`src/rtl/cpu_pkg.sv`:
```
// Shared CPU definitions: address width, default instruction width and fetch FSM encoding.
package cpu_pkg;

  localparam int ADDR_W          = 8;
  localparam int INSTR_W_DEFAULT = 16;

  typedef enum logic [1:0] {
    ST_FETCH = 2'd0,
    ST_HOLD  = 2'd1,
    ST_DRAIN = 2'd2
  } fetch_state_e;

endpackage

```
`src/rtl/fetch_unit.sv`:
```
// Instruction fetch: one outstanding request, one instruction held for decode; instr_valid one cycle after imem_ack.
// Backpressure: no new request is issued while decode has not taken the held instruction (instr_ready=0).
module fetch_unit
  import cpu_pkg::*;
#(
  parameter logic [ADDR_W-1:0] RESET_PC = 8'h00,
  parameter int                INSTR_W  = INSTR_W_DEFAULT
) (
  input  logic               clk,
  input  logic               rst_n,
  input  logic [ADDR_W-1:0]  pc_sum,
  output logic [ADDR_W-1:0]  pc,
  input  logic               branch_valid,
  input  logic [ADDR_W-1:0]  branch_target,
  output logic               imem_req,
  output logic [ADDR_W-1:0]  imem_addr,
  input  logic               imem_ack,
  input  logic [INSTR_W-1:0] imem_rdata,
  output logic               instr_valid,
  output logic [INSTR_W-1:0] instr,
  output logic [ADDR_W-1:0]  instr_pc,
  input  logic               instr_ready
);

  fetch_state_e       state_q, state_d;
  logic [ADDR_W-1:0]  pc_q, pc_d;
  logic [ADDR_W-1:0]  pend_target_q, pend_target_d;
  logic               instr_valid_q, instr_valid_d;
  logic [INSTR_W-1:0] instr_q, instr_d;
  logic [ADDR_W-1:0]  instr_pc_q, instr_pc_d;

  // State register
  always_ff @(posedge clk) begin
    if (!rst_n) begin
      state_q <= ST_FETCH;
    end else begin
      state_q <= state_d;
    end
  end

  // Next-state logic
  always_comb begin
    state_d = state_q;
    unique case (state_q)
      ST_FETCH: begin
        if (imem_ack && !branch_valid) begin
          state_d = ST_HOLD;
        end else if (!imem_ack && branch_valid) begin
          state_d = ST_DRAIN;
        end
      end
      ST_HOLD: begin
        if (branch_valid || instr_ready) begin
          state_d = ST_FETCH;
        end
      end
      ST_DRAIN: begin
        if (imem_ack) begin
          state_d = ST_FETCH;
        end
      end
      default: state_d = ST_FETCH;
    endcase
  end

  // Datapath next values; pc only moves when the outstanding request completes or none is in flight
  always_comb begin
    pc_d          = pc_q;
    pend_target_d = pend_target_q;
    instr_valid_d = instr_valid_q;
    instr_d       = instr_q;
    instr_pc_d    = instr_pc_q;
    unique case (state_q)
      ST_FETCH: begin
        if (imem_ack) begin
          if (branch_valid) begin
            pc_d = branch_target;
          end else begin
            instr_d       = imem_rdata;
            instr_pc_d    = pc_q;
            instr_valid_d = 1'b1;
            pc_d          = pc_sum;
          end
        end else if (branch_valid) begin
          pend_target_d = branch_target;
        end
      end
      ST_HOLD: begin
        if (branch_valid) begin
          instr_valid_d = 1'b0;
          pc_d          = branch_target;
        end else if (instr_ready) begin
          instr_valid_d = 1'b0;
        end
      end
      ST_DRAIN: begin
        if (branch_valid) begin
          pend_target_d = branch_target;
        end
        if (imem_ack) begin
          pc_d = branch_valid ? branch_target : pend_target_q;
        end
      end
      default: begin
        pc_d          = pc_q;
        instr_valid_d = 1'b0;
      end
    endcase
  end

  always_ff @(posedge clk) begin
    if (!rst_n) begin
      pc_q          <= RESET_PC;
      pend_target_q <= '0;
      instr_valid_q <= 1'b0;
      instr_q       <= '0;
      instr_pc_q    <= '0;
    end else begin
      pc_q          <= pc_d;
      pend_target_q <= pend_target_d;
      instr_valid_q <= instr_valid_d;
      instr_q       <= instr_d;
      instr_pc_q    <= instr_pc_d;
    end
  end

  // Output logic
  always_comb begin
    imem_req    = (state_q != ST_HOLD);
    imem_addr   = pc_q;
    pc          = pc_q;
    instr_valid = instr_valid_q;
    instr       = instr_q;
    instr_pc    = instr_pc_q;
  end

endmodule

```
`config.mk`:
```
export PLATFORM = sky130hd
export DESIGN_NAME = fetch_unit
export DESIGN_NICKNAME = d
export VERILOG_FILES = /design/src/rtl/cpu_pkg.sv /design/src/rtl/fetch_unit.sv
export SDC_FILE = /design/constraint.sdc
export NUM_CORES = 1
export LEC_CHECK = 0
export CAP_MARGIN = 15
export CORE_ASPECT_RATIO = 1.5
export CORE_UTILIZATION = 62
export DETAILED_ROUTE_END_ITERATION = 6
export DONT_BUFFER_PORTS = 1
export PLACE_DENSITY = 0.79
export SLEW_MARGIN = 30
export SYNTH_ARGS = -nofsm -noshare
export SYNTH_HDL_FRONTEND = slang
export SYNTH_SLANG_ARGS = --single-unit
```
`constraint.sdc`:
```
create_clock -name clk -period 2.1 [get_ports clk]
set_input_delay 0.42 -clock clk [delete_from_list [all_inputs] [get_ports clk]]
set_output_delay 0.42 -clock clk [all_outputs]
set_load 0.005 [all_outputs]
```
==> impl_metrics.toml, run 1 <==
[status]
status = "finished, final reports clean"

[logic_synthesis]
synth_cells = 239
syn_nets = 281
synth_area_per_cell_sq_um = 8.847
yosysWarnings = 0
synth-seq-cells = 43
synthDistinctLibCells = 29
yosysSeqAreaShare = 0.4071
synthFlopType = "dfxtp_1"
ys_async_sr_fraction = 0
synthesis.area_sq_mm = 0.002115
synth_edf_count = 0

[die]
die_h_microns = 73.53
fp.coreArea_sq_mm = 0.003191
initial_core_util = 0.6627
io_pins = 79
die_x_microns = 49.69
die_area_sq_mm = 0.003653
row_count = 25

[clock_tree]
path_clk_slew_ps = 80
clockRootBuffer = "clkbuf_8"
clock_path_buffers = 2
clkLatencyLatePin_ps = 290
cts_buffers = 5
htreeDepth = 2
cts_tree = "yes"
postCtsHoldBufs = 0
post_cts_buffers = 0
cts_sinks = 43
cts_resized = 0

[global_route]
grtUsageTotal = 0.2535
grt_pass1_vias = 1597
grt_max_degree = 44
antenna_found_initial = 0
grt_pass1_wl_microns = 7051
grt-ovfl-total = 0

[worst_setup_path]
regToRegSetupSlack_ps = 220
end_kind = "register"
path_class = "reg2reg"
r2r_start = "state_q[1]"
rr_worst_depth = 6
reg2reg_to = "state_q[1]"
crit_path_max_fanout = 9
critPathLaunchType = "register"
crit_arrival_ps = 2110
required_ps = 2320

[power]
pwr-share-comb = 0.213
p_seq_frac = 0.497
p_int_w = 0.001390
powerDensity_mw_per_mm2 = 907.1
p_sw_frac = 0.2964
net-switching-power_w = 0.0005853
ir_worst_vdd_uv = 691.2
power_leakage_nw = 0.8044
p_clk_frac = 0.290
power_w = 0.001975

[cells_and_area]
drive_gt1_frac = 0.09607
fin_area_sq_mm = 0.002177
syn_to_final_growth_pct = 2.959
antennaDiodeCount = 0
fin_nets = 270

[timing]
fin_worst_skew_ps = 9.196
tns_ps = 0
tightestPinTransition_ps = 796.4
drv_slew = 0
finalSetupViolations = 0
hold_viol = 0
fin_hold_ws_ps = 262.7
slew_headroom = 0.4691
timing.fmax_mhz = 531.6
rsz0062_at_grt = "no"
period_share = 0.8958
fin_crit_ps = 1881

[place]
port_buffers = 0
dpl.hpwl_microns = 3181
routabilityCongestion = 0.7777
placed_area_sq_mm = 0.002073

[worst_hold_path]
hold_end = "pend_target_q[0]"
hp-class = "in2reg"
min_path_cells = 1
hp-start = "rst_n"

[routing]
drc = 0
routed_wl_microns = 4445
avgViaCountPerCell = 5.855
drt-wirelength-per-cell_microns = 16.52
drtIter0Drc = 37
vias = 1575
antenna_left = 0
firstDrtPassIters = 4

[job]
maxCapViolations = 0
-- Yosys cell counts, types with 2 or more instances --
| cell type | instances | area (sq um) |
|---|---|---|
| a21boi_0 | 26 | 195.2 |
| nand2b_1 | 3 | 18.77 |
| a311o_1 | 2 | 20.02 |
| ha_1 | 5 | 62.56 |
| a21boi_1 | 7 | 52.55 |
| inv_1 | 4 | 15.01 |
| a211oi_1 | 9 | 67.56 |
| a211o_1 | 6 | 52.55 |
| nand2_1 | 59 | 221.5 |
| buf_2 | 3 | 15.01 |
| a22oi_1 | 6 | 45.04 |
| dfxtp_1 | 43 | 860.8 |
| nor2b_1 | 11 | 68.82 |
| clkbuf_1 | 10 | 37.54 |
| mux2i_1 | 10 | 100.1 |
| mux2_2 | 6 | 67.56 |
| and2_1 | 8 | 50.05 |
| nand3_1 | 2 | 10.01 |
| buf_4 | 9 | 67.56 |
-- through the flow --
stage                     setup slack (ps)    util  cells
final                                218.9  0.6824    269
after global routing                 104.2  0.6824    269
after CTS                            218.6  0.6824    269
after detailed placement             259.7  0.6498    261
after global placement               378.6  0.6498    261
after floorplan                      155.4       -    239
-- how the worst max path moves through the flow --
stage,cells after the start,from,to
after floorplan,6,branch_valid,state_q[1]
after global placement,6,state_q[1],state_q[1]
after detailed placement,6,state_q[1],state_q[1]
after CTS,6,state_q[1],state_q[1]
after global routing,5,state_q[0],instr_pc[4]
final,6,state_q[1],state_q[1]
-- flip-flops by register name, summed over array words and instances, names as in the netlist --
name,count
imem_addr,8
instr,16
instr_pc,8
instr_valid,1
pend_target_q,8
state_q,2
-- metal layers --
layer,wire length [microns],up-vias,global-route usage
met5,0,-,0
met4,61,0,0.1048
met3,335,7,0.09110
met2,2341,63,0.4655
met1,1707,722,0.2545
li1,-,783,-
-- layout by cell type (no fill, tap or decap), types with 3 or more instances in the layout --
cell type | Yosys | layout
nand2_1 | 59 | 59
dfxtp_1 | 43 | 43
a21boi_0 | 26 | 26
nor2b_1 | 11 | 11
mux2i_1 | 10 | 10
a211oi_1 | 9 | 9
and2_1 | 8 | 8
a21boi_1 | 7 | 7
clkbuf_8 | 0 | 7
mux2_2 | 6 | 6
a22oi_1 | 6 | 6
a211o_1 | 6 | 6
buf_4 | 9 | 6
ha_1 | 5 | 5
inv_1 | 4 | 4
nand2b_1 | 3 | 3
-- cell type report --
cell class	instances	area, sq um
Clock inverter	1	7.507
Inverter	5	18.77
Multi-Input combinational cell	167	1099
Timing Repair Buffer	6	45.04
Clock buffer	7	96.34
Fill cell	278	1013
Tap cell	40	50.05
Sequential cell	43	860.8
-- power by group through the flow --
stage | Clock, W | Sequential [W] | Combinational, W
2_1_floorplan | 0 | 0.000971 | 0.000392
3_3_place_gp | 0 | 0.000998 | 0.000392
3_5_place_dp | 0 | 0.00100 | 0.000417
4_1_cts | 0.000585 | 0.000983 | 0.000420
5_1_grt | 0.000628 | 0.000994 | 0.000459
6_report | 0.000572 | 0.000981 | 0.000421
-- kinds of logic (layout without fill, tap and decap cells) --
logic type	count (synthesis)	count (layout)	share of synthesized area
fa+ha+maj	5	5	0.02959
mux	16	16	0.07929
compound gates	61	61	0.2284
buf+inv	29	19	0.07336
simple gates	85	85	0.1823
flops	43	43	0.4071
-- worst max-delay path: stages, from the launching register on --
cell and delay [ps]:
dfxtp_1 370, inv_1 90, ha_1 310, nor3b_1 220, a221o_1 310, or3b_1 370, a21boi_1 150
(Power assumes the default switching activity.)
==> inputs of run 2 (changes only) <==
==> constraint.sdc (replaced) <==
create_clock -name clk -period 2.1 [get_ports clk]
set_input_delay 0.525 -clock clk [delete_from_list [all_inputs] [get_ports clk]]
set_output_delay 0.525 -clock clk [all_outputs]
set_load 0.005 [all_outputs]
==> run 2 against run 1 <==
  * Global-route usage rose by 0.29 points
  * Register-to-register slack lost 30 ps
  * Count of clock-buffer cells in the layout decreased by 2
  * Clock skew is essentially flat
==> impl_metrics.toml, run 2 (same netlist as run 1, synthesis figures left out) <==
[status]
status = "finished, final reports clean"

[job]
maxCapViolations = 0

[die]
io_pins = 79
row_count = 25
die_x_microns = 49.69
fp.coreArea_sq_mm = 0.003191
die_area_sq_mm = 0.003653
initial_core_util = 0.6627
die_h_microns = 73.53

[global_route]
grtUsageTotal = 0.2564
grt_pass1_vias = 1624
grt-ovfl-total = 0
grt_pass1_wl_microns = 7038
grt_max_degree = 44
antenna_found_initial = 0

[power]
p_sw_frac = 0.2866
net-switching-power_w = 0.0005777
ir_worst_vdd_uv = 601.3
powerDensity_mw_per_mm2 = 924.9
p_clk_frac = 0.305
p_seq_frac = 0.486
power_leakage_nw = 0.8041
pwr-share-comb = 0.209
p_int_w = 0.001438

[cells_and_area]
largest_register_ffs = 16
fill_cells = 272
antennaDiodeCount = 0
fin_nets = 270
multiInputGateArea_sq_mm = 0.001099
syn_to_final_growth_pct = 3.077
drive_gt1_frac = 0.09211
seq_area_sq_um = 860.8
layout_common_cells = "59 x nand2_1, 43 x dfxtp_1, 26 x a21boi_0"
final_common_cell = "nand2_1"

[worst_setup_path]
r2r_start = "state_q[1]"
crit_arrival_ps = 2140
critPathLaunchType = "register"
end_kind = "register"
required_ps = 2330
worstSetupStartpoint = "state_q[1]"
crit_path_max_fanout = 9
path_class = "reg2reg"
regToRegSetupSlack_ps = 190

[timing]
fin_hold_ws_ps = 355.0
fin_crit_ps = 1913
drv_slew = 0
hold_viol = 0
fin_worst_skew_ps = 8.793
timing.fmax_mhz = 522.6
finalSetupViolations = 0
rsz0062_at_grt = "no"
period_share = 0.9111
slew_headroom = 0.4863
finalWorstSetupSlack_ps = 186.7
tns_ps = 0
tightestPinTransition_ps = 770.6

[place]
port_buffers = 0
dpl.hpwl_microns = 3094
routabilityCongestion = 0.7693
dp_slack_ps = 239.4

[clock_tree]
path_clk_slew_ps = 80
cts_tree = "yes"
post_cts_buffers = 0
cts_resized = 0
clock_path_buffers = 2
cts_buffers = 5
clockRootBuffer = "clkbuf_8"
cts_sinks = 43
postCtsHoldBufs = 0
htreeDepth = 2
clkLatencyLatePin_ps = 290

[routing]
firstDrtPassIters = 4
avgViaCountPerCell = 5.899
drc = 0
antenna_left = 0
vias = 1581
drtIter0Drc = 45
routed_wl_microns = 4314
drt-wirelength-per-cell_microns = 16.10

[worst_hold_path]
hp-start = "rst_n"
hp-class = "in2reg"
## run 2: final cells by class
| type | instances | share of cell area |
|---|---|---|
| repair buffers | 6 | 0.02067 |
| flip-flops and latches | 43 | 0.3949 |
| clock inverters | 2 | 0.01722 |
| well taps | 40 | 0.02296 |
| clock buffers | 5 | 0.03157 |
| multi-input cells | 167 | 0.5040 |
| inverters | 5 | 0.008611 |
## run 2: layer usage
metal | up-vias | wire length, microns | GRT usage
met3 | 9 | 330 | 0.08282
li1 | 779 | - | -
met4 | 0 | 85 | 0.1397
met1 | 733 | 1718 | 0.2697
met2 | 60 | 2179 | 0.4474
met5 | - | 0 | 0
## run 2: power groups by stage
stage,clock network (W),registers (W),logic (W)
3_3_place_gp,0,0.000998,0.000396
6_report,0.000614,0.000980,0.000422
5_1_grt,0.000665,0.000994,0.000465
4_1_cts,0.000633,0.000981,0.000421
3_5_place_dp,0,0.00100,0.000419
2_1_floorplan,0,0.000971,0.000392
## run 2: final timing paths
path / end / cells past startpoint
hold reg to reg: instr[14] / 2
setup / recovery: state_q[1] / 6
hold / removal: state_q[0] / 1
setup reg to reg: state_q[1] / 6
## run 2: critical path: stages (launching register included)
cell and delay (ps):
dfxtp_1 380, inv_1 100, ha_1 310, nor3b_1 220
a221o_1 310, or3b_1 380, a21boi_1 150
## run 2: metrics by stage
stage	cell area [sq um]	util	power (W)	std cells
after floorplan	2115	-	0.001363	239
after global routing	2180	0.6831	0.002124	268
after CTS	2180	0.6831	0.002035	268
after global placement	2073	0.6498	0.001395	261
after detailed placement	2073	0.6498	0.001419	261
final	2180	0.6831	0.002016	268
==> inputs of run 3 (changes only) <==
--- a/config.mk
+++ b/config.mk
@@ -11,6 +11,7 @@
 export DETAILED_ROUTE_END_ITERATION = 6
 export DONT_BUFFER_PORTS = 1
 export PLACE_DENSITY = 0.79
+export RECOVER_POWER = 25
 export SLEW_MARGIN = 30
 export SYNTH_ARGS = -nofsm -noshare
 export SYNTH_HDL_FRONTEND = slang
==> results of run 3 <==
No change in the layout: final DEF, timing and power equal those of run 2.
